==> config.mk <==
export PLATFORM = sky130hd
export DESIGN_NAME = scancode_player
export DESIGN_NICKNAME = d
export VERILOG_FILES = /design/src/rtl/scanplay_pkg.sv /design/src/rtl/scanplay_fifo.sv /design/src/rtl/scancode_player.sv
export SDC_FILE = /design/constraint.sdc
export NUM_CORES = 1
export LEC_CHECK = 0
export CAP_MARGIN = 20
export CORE_ASPECT_RATIO = 0.8
export CORE_MARGIN = 2
export CORE_UTILIZATION = 50
export DETAILED_ROUTE_END_ITERATION = 16
export PLACE_DENSITY = 0.67
export SLEW_MARGIN = 20
export SYNTH_ARGS = -nofsm -noshare
export SYNTH_HDL_FRONTEND = slang
export SYNTH_SLANG_ARGS = --single-unit
==> constraint.sdc <==
create_clock -name CLOCK_50 -period 5.44 [get_ports CLOCK_50]
set_clock_uncertainty 0.2 [all_clocks]
set_input_delay 0.816 -clock CLOCK_50 [delete_from_list [all_inputs] [get_ports CLOCK_50]]
set_output_delay 0.816 -clock CLOCK_50 [all_outputs]
set_load 0.01 [all_outputs]
==> src/rtl/scanplay_pkg.sv <==
// Shared types and constants for the scan-code player.
package scanplay_pkg;

  typedef enum logic [2:0] {
    IDLE, DECODE, EMIT, GAP, WAIT, BRK_F0, BRK_CODE
  } state_t;

  // Where a finished gap leads when make/break playback is built in.
  typedef enum logic [1:0] {PH_F0, PH_CODE, PH_DONE} brk_ph_t;

  localparam logic [7:0] SC_BREAK  = 8'hF0;
  localparam logic [7:0] SC_EXT    = 8'hE0;
  localparam logic [7:0] SC_ENTER  = 8'h5A;
  localparam logic [7:0] SC_SPACE  = 8'h29;
  localparam int         WAIT_FLAG = 8;

  function automatic int max2(input int a, input int b);
    return (a > b) ? a : b;
  endfunction

endpackage

==> src/rtl/scanplay_fifo.sv <==
// Synchronous show-ahead FIFO with occupancy and sticky overflow.
module scanplay_fifo #(
  parameter int DEPTH = 16,
  parameter int CW    = 9,
  localparam int AW   = $clog2(DEPTH),
  localparam int LW   = AW + 1
) (
  input  logic          clk,
  input  logic          rst_n,
  input  logic          wr_en,
  input  logic [CW-1:0] wr_data,
  input  logic          rd_en,
  output logic [CW-1:0] rd_data,
  output logic          full,
  output logic          empty,
  output logic          overflow,
  output logic [LW-1:0] level
);
  logic [CW-1:0] mem [DEPTH];
  logic [LW-1:0] wptr, rptr;
  logic          push;

  // A pop in the same cycle frees the slot, so a push into a full queue is legal then.
  assign push     = wr_en && (!full || rd_en);
  assign full     = (wptr[AW] != rptr[AW]) && (wptr[AW-1:0] == rptr[AW-1:0]);
  assign empty    = (wptr == rptr);
  assign level    = wptr - rptr;
  assign rd_data  = mem[rptr[AW-1:0]];

  // Storage has no reset; only the pointers define validity.
  always_ff @(posedge clk) begin
    if (push) mem[wptr[AW-1:0]] <= wr_data;
  end

  // Pointers and sticky overflow flag.
  always_ff @(posedge clk or negedge rst_n) begin
    if (!rst_n) begin
      wptr     <= '0;
      rptr     <= '0;
      overflow <= 1'b0;
    end else begin
      if (push)  wptr <= wptr + LW'(1);
      if (rd_en) rptr <= rptr + LW'(1);
      if (wr_en && full && !rd_en) overflow <= 1'b1;
    end
  end

endmodule

==> src/rtl/scancode_player.sv <==
// Buffered scan-code replay engine: queues codes/wait commands and emits a
// timed strobe stream. Define SCANPLAY_BREAK_EN to append F0+code break
// sequences after every make code.
module scancode_player
  import scanplay_pkg::*;
#(
  parameter int DEPTH      = 16,
  parameter int GAP_CYCLES = 4,
  parameter int WAIT_UNIT  = 500,
  parameter int CW         = 9,
  localparam int LW        = $clog2(DEPTH) + 1
) (
  input  logic          CLOCK_50,
  input  logic          KEY0,
  input  logic          wr_en,
  input  logic [CW-1:0] wr_data,
  input  logic          run,
  output logic [CW-1:0] out_data,
  output logic          out_en,
  output logic          full,
  output logic          empty,
  output logic          busy,
  output logic          overflow,
  output logic [LW-1:0] level
);
  localparam int CNTW = $clog2(max2(GAP_CYCLES, 255 * WAIT_UNIT) + 1);

  state_t          state, state_nx;
  logic [CNTW-1:0] cnt, cnt_nx;
  logic [CW-1:0]   hold, fifo_q;
  logic            pop, stb;
  logic [CW-1:0]   stb_data;
  logic [CW-1:0]   code;

  assign code = {{(CW-8){1'b0}}, hold[7:0]};
  assign busy = (state != IDLE);

  scanplay_fifo #(.DEPTH(DEPTH), .CW(CW)) u_fifo (
    .clk      (CLOCK_50),
    .rst_n    (KEY0),
    .wr_en    (wr_en),
    .wr_data  (wr_data),
    .rd_en    (pop),
    .rd_data  (fifo_q),
    .full     (full),
    .empty    (empty),
    .overflow (overflow),
    .level    (level)
  );

`ifdef SCANPLAY_BREAK_EN
  brk_ph_t ph, ph_nx;

  // Break-sequence phase register.
  always_ff @(posedge CLOCK_50 or negedge KEY0) begin
    if (!KEY0) ph <= PH_DONE;
    else       ph <= ph_nx;
  end
`endif

  // State, counter, holding register and registered strobe output.
  always_ff @(posedge CLOCK_50 or negedge KEY0) begin
    if (!KEY0) begin
      state    <= IDLE;
      cnt      <= '0;
      hold     <= '0;
      out_en   <= 1'b0;
      out_data <= '0;
    end else begin
      state  <= state_nx;
      cnt    <= cnt_nx;
      out_en <= stb;
      if (pop) hold     <= fifo_q;
      if (stb) out_data <= stb_data;
    end
  end

  // Next state; strobes are decided on entry so out_en is high during the emit state.
  always_comb begin
    state_nx = state;
    cnt_nx   = cnt;
    pop      = 1'b0;
    stb      = 1'b0;
    stb_data = code;
`ifdef SCANPLAY_BREAK_EN
    ph_nx    = ph;
`endif
    case (state)
      IDLE: if (run && !empty) begin
        pop      = 1'b1;
        state_nx = DECODE;
      end
      DECODE: begin
        if (!hold[WAIT_FLAG]) begin
          state_nx = EMIT;
          stb      = 1'b1;
        end else if (hold[7:0] != 8'd0) begin
          cnt_nx   = CNTW'(hold[7:0]) * CNTW'(WAIT_UNIT) - CNTW'(1);
          state_nx = WAIT;
        end else begin
          state_nx = IDLE;
        end
      end
      EMIT: begin
        cnt_nx   = CNTW'(GAP_CYCLES - 1);
        state_nx = GAP;
`ifdef SCANPLAY_BREAK_EN
        // Prefix bytes are replayed verbatim; no break is synthesised for them.
        ph_nx = (hold[7:0] == SC_BREAK || hold[7:0] == SC_EXT) ? PH_DONE : PH_F0;
`endif
      end
      GAP: begin
        if (cnt == '0) begin
          state_nx = IDLE;
`ifdef SCANPLAY_BREAK_EN
          if (ph == PH_F0) begin
            state_nx = BRK_F0;
            stb      = 1'b1;
            stb_data = {{(CW-8){1'b0}}, SC_BREAK};
          end else if (ph == PH_CODE) begin
            state_nx = BRK_CODE;
            stb      = 1'b1;
          end
`endif
        end else begin
          cnt_nx = cnt - CNTW'(1);
        end
      end
      WAIT: begin
        if (cnt == '0) state_nx = IDLE;
        else           cnt_nx   = cnt - CNTW'(1);
      end
`ifdef SCANPLAY_BREAK_EN
      BRK_F0: begin
        cnt_nx   = CNTW'(GAP_CYCLES - 1);
        state_nx = GAP;
        ph_nx    = PH_CODE;
      end
      BRK_CODE: begin
        cnt_nx   = CNTW'(GAP_CYCLES - 1);
        state_nx = GAP;
        ph_nx    = PH_DONE;
      end
`endif
      default: state_nx = IDLE;
    endcase
  end

endmodule
==> run metrics, run 1 <==
post-route ant nets=0; power per standard cell area=314 mW/mm^2; gr usage total=21.2%; core box area=0.0191 mm^2; vias in the first global route=5707; register area share after synthesis=56.5%; Place WS=20.9 ps; Worst-Skew Late Latency=440 ps; DP Wirelength=14400 um; Final Setup Violations=0; Primary FF master, synth=edfxtp_1; Avg Cell Area, Syn=14.3 um^2; Clk pin slew, worst setup/hold paths=70 ps; Synth Instances=689; fin worst setup slack=281 ps; crit-path max FO=7; CTS tree=done; Synth area leaders=edfxtp_1 (44%), dfrtp_1 (12%), mux4_2 (10%), ha_1 (6.6%), fa_1 (4.5%); H-tree depth=4; clock root buffer=clkbuf_16; Filler cells=1500; Period minus WS final=5160 ps; IO Port Bufs=30; DR vias=5755; Setup CP Type=flip-flop to flip-flop; Synth-to-Final Area Change=11.7%; largest net degree at the start of global routing=50; Yosys reg bits=193; Max Cap Viol=0; Max Slew Vio Count=0; final global-route overflow total=0; Synth Warn #=0; CTS Sinks=193; DRT Pass-1 Iters=5; Worst EP arrival=5280 ps; # diodes=0; sequential cell area=0.00555 mm^2; antenna violations before repair=0; Cell variety after synth=61; initial core utilization=51.3%; Net Count, Synth=776; Worst Hold Class=input port to async pin; drt wl/cell=21.0 um; Fin. Hold Viols=0; total power=3.45 mW; unrepaired setup endpoints after global routing=no; synthesized area=0.00982 mm^2; CTS buffer count=17; die height=129 um; status=complete, no violations; ys async rst share=25.4%; Die ar.=0.0208 mm^2; Clock Tree Buf Depth=2; Leak=4.04 nW; WHS=274 ps; DRT Wirelength=20800 um; GP Congestion=0.870; EDFF count, synth=144; final cycle utilization of the critical path=94.8%; multi-input logic area=0.00397 mm^2; row count=45; placed cell count=959; drt via density=5.81; Synth area leader=edfxtp_1; WP data required=5560 ps; measured slew at the worst slew-check pin=783 ps; Slew headroom=47.8%; Startpoint Class=flip-flop; top cell type's share of synthesized area=44.0%; worst vdd ir=0.218 mV; Post-Layout Cell Count=991; nets=807; maximum clock rate=0.194 GHz; first-pass GRT wire length=32600 um; I/O pins=32; layout cells sized above 1=15.3%; DRC viols=0; die width=161 um; post-route setup TNS=0 ps; DR iter-0 viols=593; CP endpoint kind=flip-flop
-- cells in the mapped netlist, drive strengths merged, types with 4 or more instances --
cell type / count
clkbuf: 15
nand4: 5
o21ai: 46
inv: 52
nand2: 34
xnor2: 17
mux2: 8
nor3: 15
xor2: 17
or3: 10
a22oi: 4
nor2b: 5
a21oi: 27
buf: 9
mux4: 45
edfxtp: 144
ha: 52
dfrtp: 49
nand3: 9
nor2: 29
nor4: 4
fa: 22
and2: 20
a21o: 4
a22o: 4
-- sequential cells by signal, indices dropped and copies added (netlist names) --
name / count
cnt: 17
hold: 9
out_data: 8
out_en: 1
state: 3
u_fifo.mem: 144
u_fifo.overflow: 1
u_fifo.rptr: 5
u_fifo.wptr: 5
-- per-stage QoR --
step           instance area [um^2]  utilization, %
3_5_place_dp                  10400            54.2
5_1_grt                       11000            57.3
6_report                      11000            57.3
3_3_place_gp                  10400            54.2
4_1_cts                       11000            57.3
2_1_floorplan                  9820               -
-- final timing paths --
check	from	end	slack [ps]	depth (start not counted)
worst max-delay path	hold[2]$_DFFE_PN0P_	cnt[13]$_DFFE_PN0P_	280	15
worst min-delay path	KEY0	out_data[7]$_DFFE_PN0P_	270	2
worst max register to register	hold[2]$_DFFE_PN0P_	cnt[13]$_DFFE_PN0P_	280	15
worst min register to register	u_fifo.overflow$_DFFE_PN0P_	u_fifo.overflow$_DFFE_PN0P_	280	1
max in group asynchronous	KEY0	u_fifo.rptr[0]$_DFFE_PN0P_	4280	2
min in group CLOCK_50	u_fifo.overflow$_DFFE_PN0P_	u_fifo.overflow$_DFFE_PN0P_	280	1
-- cells by family after synthesis --
| group | Yosys count | synth area share [%] |
|---|---|---|
| multiplexers | 53 | 11.2 |
| AND/OR/NAND/NOR | 146 | 7.90 |
| XOR/XNOR | 34 | 3.03 |
| AO/OA/AOI/OAI | 112 | 7.02 |
| other | 1 | 0.0382 |
| adder cells (fa/ha/maj) | 74 | 11.1 |
| flip-flops | 193 | 56.5 |
| buffers and inverters | 76 | 3.16 |
-- timing repair --
item,in CTS,in global routing
hold buffers,0,0
setup buffers,0,0
resized for setup,0,8
setup endpoints to repair,0,2
-- critical path: stages, from the launching register on --
cell,delay [ps]
dfrtp_2,460
inv_1,190
fa_1,470
fa_1,550
fa_1,440
fa_1,530
inv_1,50
ha_1,260
nor2b_1,160
a311oi_1,340
nand3_1,190
nor4_2,340
o21ai_1,160
a2111oi_2,380
xor2_1,210
o21ai_0,90
-- where the power goes --
group          total (mW)  switching [mW]  internal [mW]
Sequential           1.77          0.0489           1.72
Combinational       0.434           0.255          0.179
Clock                1.25           0.595          0.655
Total                3.45           0.899           2.55
-- routing by layer --
| layer | global-route usage (%) | up-vias | routed length, um |
|---|---|---|---|
| met2 | 31.5 | 148 | 9110 |
| met3 | 5.09 | 11 | 1190 |
| met5 | 0 | - | 0 |
| li1 | - | 2632 | - |
| met1 | 32.4 | 2964 | 10300 |
| met4 | 4.41 | 0 | 176 |
-- layout make-up --
type | count | share of cell area (%)
Inverter | 52 | 1.78
Multi-Input combinational cell | 420 | 36.2
Timing Repair Buffer | 36 | 3.10
Clock inverter | 15 | 1.49
Tap cell | 258 | 2.94
Clock buffer | 17 | 3.88
Sequential cell | 193 | 50.6
-- cell usage in the layout, fill, tap and decap left out, types with 4 or more instances in the layout --
master,synthesis,layout
inv_6,0,5
inv_1,51,50
inv_8,0,4
or3_1,9,9
edfxtp_1,144,144
o21ai_0,44,42
mux2_2,8,8
nor3_1,15,15
nand3_1,9,9
a22oi_1,4,4
and2_1,20,20
nand4_1,5,5
nor2b_1,5,5
buf_4,2,6
a21oi_1,27,27
clkbuf_16,0,17
dfrtp_1,49,46
xor2_1,17,17
clkdlybuf4s50_1,0,29
a22o_1,4,4
ha_1,52,52
fa_1,22,22
xnor2_1,17,17
mux4_2,45,45
nand2_1,33,33
nor2_1,28,28
a21o_1,4,4
Note: power is estimated with default switching activity, not from simulation.
==> run 2, diff against run 1 <==
--- a/config.mk
+++ b/config.mk
@@ -7,7 +7,7 @@
 export LEC_CHECK = 0
 export CAP_MARGIN = 20
 export CORE_ASPECT_RATIO = 0.8
-export CORE_MARGIN = 2
+export CORE_MARGIN = 3
 export CORE_UTILIZATION = 50
 export DETAILED_ROUTE_END_ITERATION = 16
 export PLACE_DENSITY = 0.67
==> run metrics, run 2 (synthesis gave the netlist of run 1 again) <==
status=complete, no violations; CTS tree=done; met3 Usage GRT=5.23%; DRT Pass-1 Iters=4; post-CTS setup buffers=0; Worst Hold Class=input port to async pin; Clk pwr share=37.0%; antenna violations before repair=0; DRC viols=0; Internal=2.56 mW; CP endpoint kind=flip-flop; gr usage total=19.7%; cells on worst reg2reg path=15; Worst R2R Setup Slack=340 ps; DR vias=5647; Fin. Hold Viols=0; GP Congestion=0.819; Area after DPL=0.0104 mm^2; Filler cells=1513; CTS Sinks=193; final core utilization=57.4%; Synth-to-Final Area Change=11.9%; drt via density=5.70; row count=45; Setup CP Type=flip-flop to flip-flop; placed cell count=958; power per standard cell area=315 mW/mm^2; WP data required=5560 ps; Startpoint Class=flip-flop; Clk pin slew, worst setup/hold paths=80 ps; Leak=4.05 nW; switching share of total power=26.0%; crit-path max FO=7; drt wl/cell=20.0 um; most frequent cells in the layout=edfxtp_1 (144), ha_1 (52), inv_1 (51); Worst-Skew Late Latency=440 ps; first-pass GRT wire length=32300 um; final cycle utilization of the critical path=93.8%; IO Port Bufs=30; combinational fraction of design power=12.0%; maximum clock rate=0.196 GHz; unrepaired setup endpoints after global routing=no; Final Instance Area=0.0110 mm^2; Post-Layout Cell Count=990; vias in the first global route=5818; die width=163 um; initial core utilization=51.3%; Final Setup Violations=0; CTS buffer count=17; clock root buffer=clkbuf_16; H-tree depth=4; I/O pins=32; grt peak-use layer=met2; core box area=0.0191 mm^2; Reg-to-Reg Start=hold[2]$_DFFE_PN0P_; # diodes=0; Slew headroom=32.4%; Period minus WS final=5100 ps; post-route ant nets=0; Seq pwr share=51.0%; DP Wirelength=14100 um; DRT Wirelength=19800 um; met1 Track Usage GR=28.8%; post-route setup TNS=0 ps; die height=131 um; final global-route overflow total=0; Clock Tree Buf Depth=2; met2 Track Usage GR=30.0%; max reg flops=144; post-cts hold buffer count=0; Max Slew Vio Count=0; reg-to-reg endpoint=cnt[13]$_DFFE_PN0P_; worst vdd ir=0.192 mV; most common library cell in the layout ignoring fill and taps=edfxtp_1; Max Cap Viol=0; P_sw=900 uW; DR iter-0 viols=402; largest net degree at the start of global routing=50; Die ar.=0.0214 mm^2; nets=806; measured slew at the worst slew-check pin=1010 ps; layout cells sized above 1=15.2%; Worst EP arrival=5220 ps
## run 2: cell count changes in the layout (fill, tap and decap cells not counted), sizes merged
cell and change:
clkinvlp -1, buf -1, clkinv +3, inv -2
## run 2: power groups by stage
stage | clock [mW] | sequential [mW] | combinational [mW]
6_report | 1.28 | 1.76 | 0.415
5_1_grt | 1.37 | 1.78 | 0.456
4_1_cts | 1.30 | 1.76 | 0.425
3_5_place_dp | 0 | 1.80 | 0.423
3_3_place_gp | 0 | 1.79 | 0.412
2_1_floorplan | 0 | 1.78 | 0.228
## run 2: worst max-delay path by stage
stage                                   start  cells after the start                   to
after CTS                 hold[1]$_DFFE_PN0P_                     15  cnt[13]$_DFFE_PN0P_
after detailed placement  hold[1]$_DFFE_PN0P_                     15  cnt[13]$_DFFE_PN0P_
final                     hold[2]$_DFFE_PN0P_                     15  cnt[13]$_DFFE_PN0P_
after global routing      hold[0]$_DFFE_PN0P_                     16  cnt[16]$_DFFE_PN0P_
after global placement    hold[1]$_DFFE_PN0P_                     15  cnt[13]$_DFFE_PN0P_
after floorplan           hold[1]$_DFFE_PN0P_                     15  cnt[13]$_DFFE_PN0P_
## run 2: final cells by class
class | count | area (um^2) | share of cell area (%)
sequential | 193 | 5550 | 50.5
multi-input combinational | 420 | 3980 | 36.2
clock buffer | 17 | 425 | 3.87
timing repair buffer | 35 | 333 | 3.03
tap | 258 | 323 | 2.94
inverter | 52 | 195 | 1.78
clock inverter | 15 | 185 | 1.68
## run 2: worst max-delay path: stages (launching register included)
cell       delay, ps
dfrtp_1          470
inv_1            170
fa_1             510
fa_1             570
fa_1             450
fa_1             520
inv_1             40
ha_1             260
nor2b_1          170
a311oi_1         290
nand3_1          200
nor4_2           320
o21ai_0          220
a2111oi_2        340
xor2_1           160
o21ai_0           90
## run 2: metal layers
| metal | vias up | routed length [um] |
|---|---|---|
| met5 | - | 0 |
| met4 | 0 | 206 |
| met3 | 18 | 994 |
| met2 | 132 | 9370 |
| met1 | 2867 | 9210 |
| li1 | 2630 | - |
## run 2: what timing repair did
action / 4_1_cts / 5_1_grt
endpoints found under the setup margin: 0 / 2
hold endpoints to repair: 0 / 0
resized for setup: 0 / 5
## run 2: metrics by stage
stage	setup slack (ps)	hold WS [ps]	power, mW
floorplan	651	260	2.01
global route	6.19	309	3.60
finish	338	268	3.46
global placement	377	261	2.20
CTS	130	289	3.49
detailed placement	209	271	2.22
